<file path="config.mk">
export PLATFORM = sky130hd
export DESIGN_NAME = modulo_counter_prog
export DESIGN_NICKNAME = d
export VERILOG_FILES = /design/src/rtl/modulo_counter_pkg.sv /design/src/rtl/modcnt_terminal_decode.sv /design/src/rtl/modulo_counter_prog.sv
export SDC_FILE = /design/constraint.sdc
export NUM_CORES = 1
export LEC_CHECK = 0
export CAP_MARGIN = 20
export CORE_ASPECT_RATIO = 1.1
export CORE_MARGIN = 2
export CORE_UTILIZATION = 53
export DETAILED_ROUTE_END_ITERATION = 12
export PLACE_DENSITY = 0.79
export SLEW_MARGIN = 25
export SYNTH_ARGS = -nofsm -noshare
export SYNTH_HDL_FRONTEND = slang
export SYNTH_SLANG_ARGS = --single-unit
</file>
<file path="constraint.sdc">
create_clock -name clk -period 3 [get_ports clk]
set_input_delay 0.6 -clock clk [delete_from_list [all_inputs] [get_ports clk]]
set_output_delay 0.6 -clock clk [all_outputs]
set_load 0.01 [all_outputs]
</file>
<file path="src/rtl/modulo_counter_pkg.sv">
// Shared types and helpers for the programmable modulo counter.
package modulo_counter_pkg;

  // Run mode; the spare encoding 2'd3 behaves as WRAP.
  typedef enum logic [1:0] {
    WRAP      = 2'd0,
    ONESHOT   = 2'd1,
    SAT       = 2'd2,
    MODE_RSVD = 2'd3
  } mode_e;

  typedef enum logic [1:0] {
    IDLE = 2'd0,
    RUN  = 2'd1,
    DONE = 2'd2
  } state_e;

  // Smallest width able to index value states; never less than 1.
  function automatic int unsigned CeilLog2(input int unsigned value);
    int unsigned result;
    result = 0;
    for (int i = 0; i < 32; i++) begin
      if ((64'd1 << i) < 64'(value)) result = i + 1;
    end
    return (result == 0) ? 1 : result;
  endfunction

endpackage

</file>
<file path="src/rtl/modcnt_terminal_decode.sv">
// Start/terminal value decode and terminal-count compare for the latched settings.
module modcnt_terminal_decode
  import modulo_counter_pkg::*;
#(
  parameter int unsigned CNT_W = 6
) (
  input  logic [CNT_W:0]   modulus,
  input  logic             dir_up,
  input  logic             active,
  input  logic [CNT_W-1:0] count,
  output logic [CNT_W-1:0] start_val,
  output logic [CNT_W-1:0] term_val,
  output logic             tc
);

  logic [CNT_W-1:0] top_val;

  // Highest legal count for this modulus; modulus is never 0 here, so no underflow.
  always_comb begin
    top_val   = CNT_W'(modulus - 1'b1);
    start_val = dir_up ? '0 : top_val;
    term_val  = dir_up ? top_val : '0;
    tc        = active && (count == term_val);
  end

endmodule

</file>
<file path="src/rtl/modulo_counter_prog.sv">
// Programmable-modulus up/down counter with wrap, one-shot and saturate run modes.
module modulo_counter_prog
  import modulo_counter_pkg::*;
#(
  parameter int unsigned MAX_MODULUS = 36,
  parameter int unsigned CNT_W       = CeilLog2(MAX_MODULUS)
) (
  input  logic             clk,
  input  logic             reset,
  input  logic             enable,
  input  logic             start,
  input  logic             stop,
  input  logic             clear,
  input  logic [CNT_W:0]   modulus_in,
  input  logic [1:0]       mode_in,
  input  logic             dir_in,
  output logic [CNT_W-1:0] count,
  output logic             tc,
  output logic             wrap_pulse,
  output logic             done,
  output logic             busy
);

  localparam logic [CNT_W:0] MaxMod = (CNT_W + 1)'(MAX_MODULUS);

  state_e           state_q, state_d;
  mode_e            mode_q, mode_d;
  logic [CNT_W:0]   mod_q, mod_d;
  logic             dir_q, dir_d;
  logic [CNT_W-1:0] count_q, count_d;
  logic             wrap_q, wrap_d;

  logic [CNT_W-1:0] start_val, term_val;
  logic [CNT_W:0]   mod_map;
  logic [CNT_W-1:0] new_start;

  modcnt_terminal_decode #(
    .CNT_W (CNT_W)
  ) u_decode (
    .modulus   (mod_q),
    .dir_up    (dir_q),
    .active    (state_q != IDLE),
    .count     (count_q),
    .start_val (start_val),
    .term_val  (term_val),
    .tc        (tc)
  );

  // Start value for the settings being requested on this cycle's inputs.
  always_comb begin
    mod_map   = ((modulus_in == '0) || (modulus_in > MaxMod)) ? MaxMod : modulus_in;
    new_start = dir_in ? '0 : CNT_W'(mod_map - 1'b1);
  end

  // Next-state: clear > stop > start > enable.
  always_comb begin
    state_d = state_q;
    mode_d  = mode_q;
    mod_d   = mod_q;
    dir_d   = dir_q;
    count_d = count_q;
    wrap_d  = 1'b0;
    if (clear) begin
      count_d = start_val;
    end else if (stop) begin
      state_d = IDLE;
    end else if (start) begin
      mod_d   = mod_map;
      mode_d  = (mode_in == 2'd3) ? WRAP : mode_e'(mode_in);
      dir_d   = dir_in;
      count_d = new_start;
      state_d = RUN;
    end else if ((state_q == RUN) && enable) begin
      if (count_q != term_val) begin
        count_d = dir_q ? count_q + CNT_W'(1) : count_q - CNT_W'(1);
      end else begin
        case (mode_q)
          ONESHOT: begin
            state_d = DONE;
            wrap_d  = 1'b1;
          end
          SAT:     ;
          default: begin
            count_d = start_val;
            wrap_d  = 1'b1;
          end
        endcase
      end
    end
  end

  // State and datapath registers.
  always_ff @(posedge clk or posedge reset) begin
    if (reset) begin
      state_q <= IDLE;
      mode_q  <= WRAP;
      mod_q   <= MaxMod;
      dir_q   <= 1'b1;
      count_q <= '0;
      wrap_q  <= 1'b0;
    end else begin
      state_q <= state_d;
      mode_q  <= mode_d;
      mod_q   <= mod_d;
      dir_q   <= dir_d;
      count_q <= count_d;
      wrap_q  <= wrap_d;
    end
  end

  assign count      = count_q;
  assign wrap_pulse = wrap_q;
  assign done       = (state_q == DONE);
  assign busy       = (state_q == RUN);

endmodule

</file>
# After elaboration in Yosys (flattened, before gate mapping)
# Index checks and enable logic that the tools add are counted.
# totals
ff_bits,18
memories,0
latch_bits,0
out_inout_bits,10
ram_bits,0
romBits,0
# classes
n_mul,0
n_shift,0
bitwise,2
reduce_logical,12
div_mod_pow,0
n_lt_le_gt_ge,1
eq_ne,10
n_mux,23
n_addsub,4
# ops
operator,n
6-bit two-way mux,11
"6-bit by 1-bit subtractor with 6-bit output, second input constant",3
2-bit two-way mux,6
3-bit nonzero test,3
"7-bit by 6-bit > comparator with 1-bit output, second input constant",1
7-bit logical NOT,1
"6-bit by 1-bit adder with 6-bit output, second input constant",1
"2-bit == test, second input constant",3
6-bit == test,1
1-bit two-way mux,6
6-bit != test,1
3-bit AND reduction,2
"2-bit by 1-bit == test with 1-bit output, second input constant",2
"4-bit by 1-bit != test with 1-bit output, second input constant",1
4-bit AND reduction,1
"3-bit != test, second input constant",1
1-bit logical AND,2
"2-bit by 1-bit != test with 1-bit output, second input constant",1
1-bit inverter,2
2-bit nonzero test,1
2-bit OR reduction,1
1-bit logical OR,1

# Logic depth before layout (Yosys ltp)
# logic_depth
ltp_word,8
depth_mapped,11

# Modules after synthesis
# A second synthesis with hierarchy kept.
# hier_totals
cells_unflattened,215
hier_area_um2,1751.7
# by_module_without_submodules
module,instances,area_each_um2,seq_area_each_um2,cells_each
modulo_counter_prog,1,1377.6,479.2,158
modcnt_terminal_decode,1,374.1,0.0,57

# Worst setup path before layout
# OpenSTA, ideal clock, no wires.
# synth_path
path_kind,input to register
startpoint,input modulus_in[0]
endpoint,"register count_q[4], in the netlist count[4]"
t_required_ps,2880
t_arrival_ps,2435
stages,10
slack_ps,445
cell_sequence,or3_1 > nor4_1 > nor3_1 > nand2_1 > ha_1 > nand2_1 > xnor2_1 > a31oi_1 > o221ai_2 > a31o_1
# synth_between
elab_chain_len,8
elab_cells_between_ends,9
cone_classes,add/sub: 1; order compare: 1; mux: 5; reduce/logical: 2
# synth_lines
item,line,rtl
"start, declared",modulo_counter_prog.sv:14,"input logic [CNT_W:0] modulus_in,"
7-bit by 6-bit > comparator with 1-bit output or 7-bit logical NOT (tied branches),modulo_counter_prog.sv:51,mod_map = ((modulus_in == '0) || (modulus_in > MaxMod)) ? MaxMod : modulus_in;
1-bit logical OR,modulo_counter_prog.sv:51,
6-bit two-way mux (*),modulo_counter_prog.sv:51,
6-bit by 1-bit subtractor with 6-bit output (*),modulo_counter_prog.sv:52,new_start = dir_in ? '0 : CNT_W'(mod_map - 1'b1);
6-bit two-way mux (*),modulo_counter_prog.sv:52,
6-bit two-way mux (*),modulo_counter_prog.sv:67,end else if (start) begin
6-bit two-way mux (*),modulo_counter_prog.sv:65,end else if (stop) begin
6-bit two-way mux (*),modulo_counter_prog.sv:63,if (clear) begin
"end signal, assigned",modulo_counter_prog.sv:106,count_q <= count_d;
"end, declared",modulo_counter_prog.sv:30,"logic [CNT_W-1:0] count_q, count_d;"
# Every way passes the cells marked *; elsewhere a longest branch is shown, timed or not. The select of a mux whose other input is x is not followed.
# A chain may end at the register's enable or synchronous reset.

# Worst setup path in the final report
# layout_path
startpoint,register mod_q[3]
endpoint,output tc
# layout_between
elab_chain_len,4
# layout_lines
item,line,rtl
"start, declared",modulo_counter_prog.sv:28,"logic [CNT_W:0] mod_q, mod_d;"
"start signal, assigned",modulo_counter_prog.sv:97,mod_q <= MaxMod;
"start signal, assigned",modulo_counter_prog.sv:104,mod_q <= mod_d;
6-bit by 1-bit subtractor with 6-bit output,modcnt_terminal_decode.sv:20,top_val = CNT_W'(modulus - 1'b1);
6-bit two-way mux,modcnt_terminal_decode.sv:22,term_val = dir_up ? top_val : '0;
6-bit == test,modcnt_terminal_decode.sv:23,tc = active && (count == term_val);
1-bit logical AND,modcnt_terminal_decode.sv:23,
"end, declared",modulo_counter_prog.sv:18,"output logic tc,"
# No other way between the ends.

==> summary.md <==
| Metric | Value |
|---|---|
| Total of max-cap violations | `0` |
| Min-Delay Endpoint | `mod_q[5]$_DFFE_PP1P_` |
| FF/Latch Area | `457 µm²` |
| #FFs+latches synth | `18` |
| Grt total ovfl | `0` |
| Die area | `3370 µm²` |
| Initial antenna violation count | `0` |
| Synth Area per Inst | `8.46 µm²` |
| Min-delay src | `mod_q[5]$_DFFE_PP1P_` |
| Max frequency | `345 MHz` |
| FILL cells | `238` |
| Routability cong. | `0.890` |
| FP Rows | `20` |
| Final Max Tran Viols | `0` |
| Dpl hpwl | `3.00 mm` |
| CTS tree | `yes` |
| Critical Path End Type | `output port` |
| R2R cell count | `11` |
| Ratio of cells with drive above 1 in the final layout | `21.5%` |
| Slew HR | `53.3%` |
| Final setup fails | `0` |
| Fin crit share | `96.6%` |
| HP Class | `flip-flop to flip-flop` |
| Nets | `254` |
| Post-route antenna net violation count | `0` |
| DRT iter0 DRCs | `60` |
| DRC Markers | `0` |
| Die width | `55.5 µm` |
| Largest net degree at the start of global routing | `19` |
| WL met1 | `1.71 mm` |
| CP Class | `flip-flop to output port` |
| H-tree depth | `1` |
| Starting Density | `55.7%` |
| Vert. Die Dim | `60.7 µm` |
| Crit-path max FO | `4` |
| Longest Clk Path Bufs | `2` |
| IO Pins | `26` |
| Synthesis-to-finish area growth | `31.3%` |
| Number of I/O port buffers | `25` |
| RSZ-0062 raised after global routing | `no` |
| CTS Buf Count | `3` |
| Worst skew pair latency | `300 ps` |
| Overall Global Routing Usage | `24.9%` |
| Hold path depth | `2` |
| Wire per inst | `14.5 µm` |
| Global-route wire length before repair | `6.57 mm` |
| Clock sink count | `18` |
| Worst R2R End | `count[5]$_DFFE_PP0P_` |
| Worst path required time | `2400 ps` |
| Vias in the first global route | `1457` |
| Register area share after synthesis | `29.3%` |
| ANT cells | `0` |
| Gate Count Post-Synth | `183` |
| Critical Path Source Type | `flip-flop` |
| P per Cell Area | `566 nW/µm²` |
| Ys async rst share | `100%` |
| Uppermost layer routed | `met4` |
| Clock Pin Slew Worst Setup and Hold Paths | `100 ps` |
| Clk root buf | `clkbuf_4` |
| Least-Margin Pin Slew | `700 ps` |
| Total power | `1150 µW` |
| Minimum clock period | `2900 ps` |
| Std-Cell Core Area | `2780 µm²` |
| Mapped Area | `1550 µm²` |
| Post-synth EDFFs | `0` |
| Count of cell types in the netlist | `52` |
| Routed met2 length | `1.91 mm` |
| R2R Setup Slk | `510 ps` |
| Worst-case vdd ir drop | `0.000410 V` |
| Avg Vias per Cell | `5.70` |
| Final hold vios | `0` |
| Synthesis Warnings | `0` |
| Routed wire length | `3.80 mm` |
| Final Cell Area | `2030 µm²` |
| Routed length on met3 | `107 µm` |
| Area of the multi-input gates | `1030 µm²` |
| Arr. time, crit path | `2300 ps` |
| Pleak | `0.000878 µW` |
| TritonRoute pass-1 iters | `4` |
| Placed Area | `1950 µm²` |
| Max Clock Skew | `6.38 ps` |
| Critical R2R Launch | `mod_q[1]$_DFFE_PP0P_` |
| Via count | `1487` |
| Outcome | `complete, no violations` |
| Syn Nets | `208` |
| Top_reg_cell synth | `dfrtp_1` |
-- metal layers --
metal | vias up | track usage (%)
met2 | 29 | 44.4
met4 | 0 | 9.06
met5 | - | 0
li1 | 752 | -
met3 | 9 | 3.62
met1 | 697 | 31.3
-- layout by cell type (no fill, tap or decap), drive strengths merged, types with 4 or more instances in the layout --
cell	n
ha	8
xnor2	9
a21oi	6
nand2	20
dfrtp	15
o221ai	4
nor4	4
clkdlybuf4s50	24
nor2	14
inv	17
o21ai	16
a31oi	5
buf	22
clkbuf	4
nor3	5
-- metrics by stage --
step | TNS [ps] | utilization [%] | hold slack (ps) | instances | worst slack (ps)
2_1_floorplan | 0 | - | 474 | 183 | 445
5_1_grt | 0 | 73.2 | 536 | 261 | 14.7
3_5_place_dp | -67.0 | 70.1 | 500 | 254 | -63.0
4_1_cts | 0 | 72.8 | 515 | 259 | 3.44
6_report | 0 | 73.2 | 520 | 261 | 101
3_3_place_gp | -9.87 | 70.1 | 493 | 254 | -9.87
-- kinds of logic (layout without fill, tap and decap cells) --
family / Yosys count / in the layout / share of synthesized area (%)
adders and majority gates: 9 / 9 / 7.76
DFF: 18 / 18 / 29.3
AOI/OAI and AO/OA: 56 / 56 / 27.3
muxes: 1 / 1 / 0.728
buffers and inverters: 22 / 67 / 5.90
xor gates and xnor gates: 12 / 12 / 6.79
and+or+nand+nor: 65 / 65 / 22.2
-- synthesized netlist by cell type (all sizes together), types with 2 or more instances --
cell type,n,area (µm²)
nand2,20,75.1
a31oi,5,31.3
a21o,3,30.0
or3,2,12.5
nand3b,2,15.0
o221ai,4,60.1
a21boi,2,15.0
dfstp,3,78.8
xnor2,9,78.8
nor2,14,57.6
nand2b,3,18.8
o21a,2,15.0
a31o,2,17.5
xor2,3,26.3
or4,2,18.8
buf,2,16.3
dfrtp,15,375
nor3,5,25.0
nor2b,3,18.8
ha,8,100
o31ai,3,22.5
a21oi,6,30.0
o221a,3,33.8
nand3,3,15.0
nor4,4,31.3
o21ai,16,80.1
inv,17,63.8
clkbuf,3,11.3
o22ai,3,18.8
-- layout make-up --
| class | instances | area share, % |
|---|---|---|
| repair buffers | 46 | 19.8 |
| multi-input cells | 143 | 50.7 |
| clock buffers | 4 | 1.79 |
| inverters | 17 | 3.14 |
| well taps | 33 | 2.03 |
| flip-flops and latches | 18 | 22.5 |
-- registers in the layout (all words and copies together) (netlist names) --
| signal | flops |
|---|---|
| count | 6 |
| mod_q | 6 |
| mode_q | 2 |
| state_q | 2 |
| dir_q | 1 |
| wrap_pulse | 1 |
-- worst max-delay path, stage by stage (launching register included) --
cell      delay (ps)
dfrtp_2          450
or4_4            530
o21a_1           210
or2_1            230
o211ai_2         190
and2_4           170
o21a_1           100
buf_2            120
-- power by group --
group	internal, µW	switching, µW
logic	333	310
registers	290	63.6
clock network	73.9	78.9
-- worst max path at each step --
stage               cells after the start                    to  slack [ps]            startpoint
floorplan                              10  count[4]$_DFFE_PP0P_         450         modulus_in[0]
finish                                  7                    tc         100  mod_q[3]$_DFFE_PP0P_
global route                            7                    tc          10  mod_q[3]$_DFFE_PP0P_
detailed placement                      9                    tc         -60  mod_q[0]$_DFFE_PP0P_
global placement                        9                    tc         -10  mod_q[0]$_DFFE_PP0P_
CTS                                     7                    tc           3  mod_q[3]$_DFFE_PP0P_
-- what timing repair did --
item,4_1_cts,5_1_grt
buffers inserted,1,2
endpoints found under the setup margin,1,1
hold buffers,0,0
gates resized for setup,8,2
pin swaps,2,4
Power figures use the tool's default switching activity.
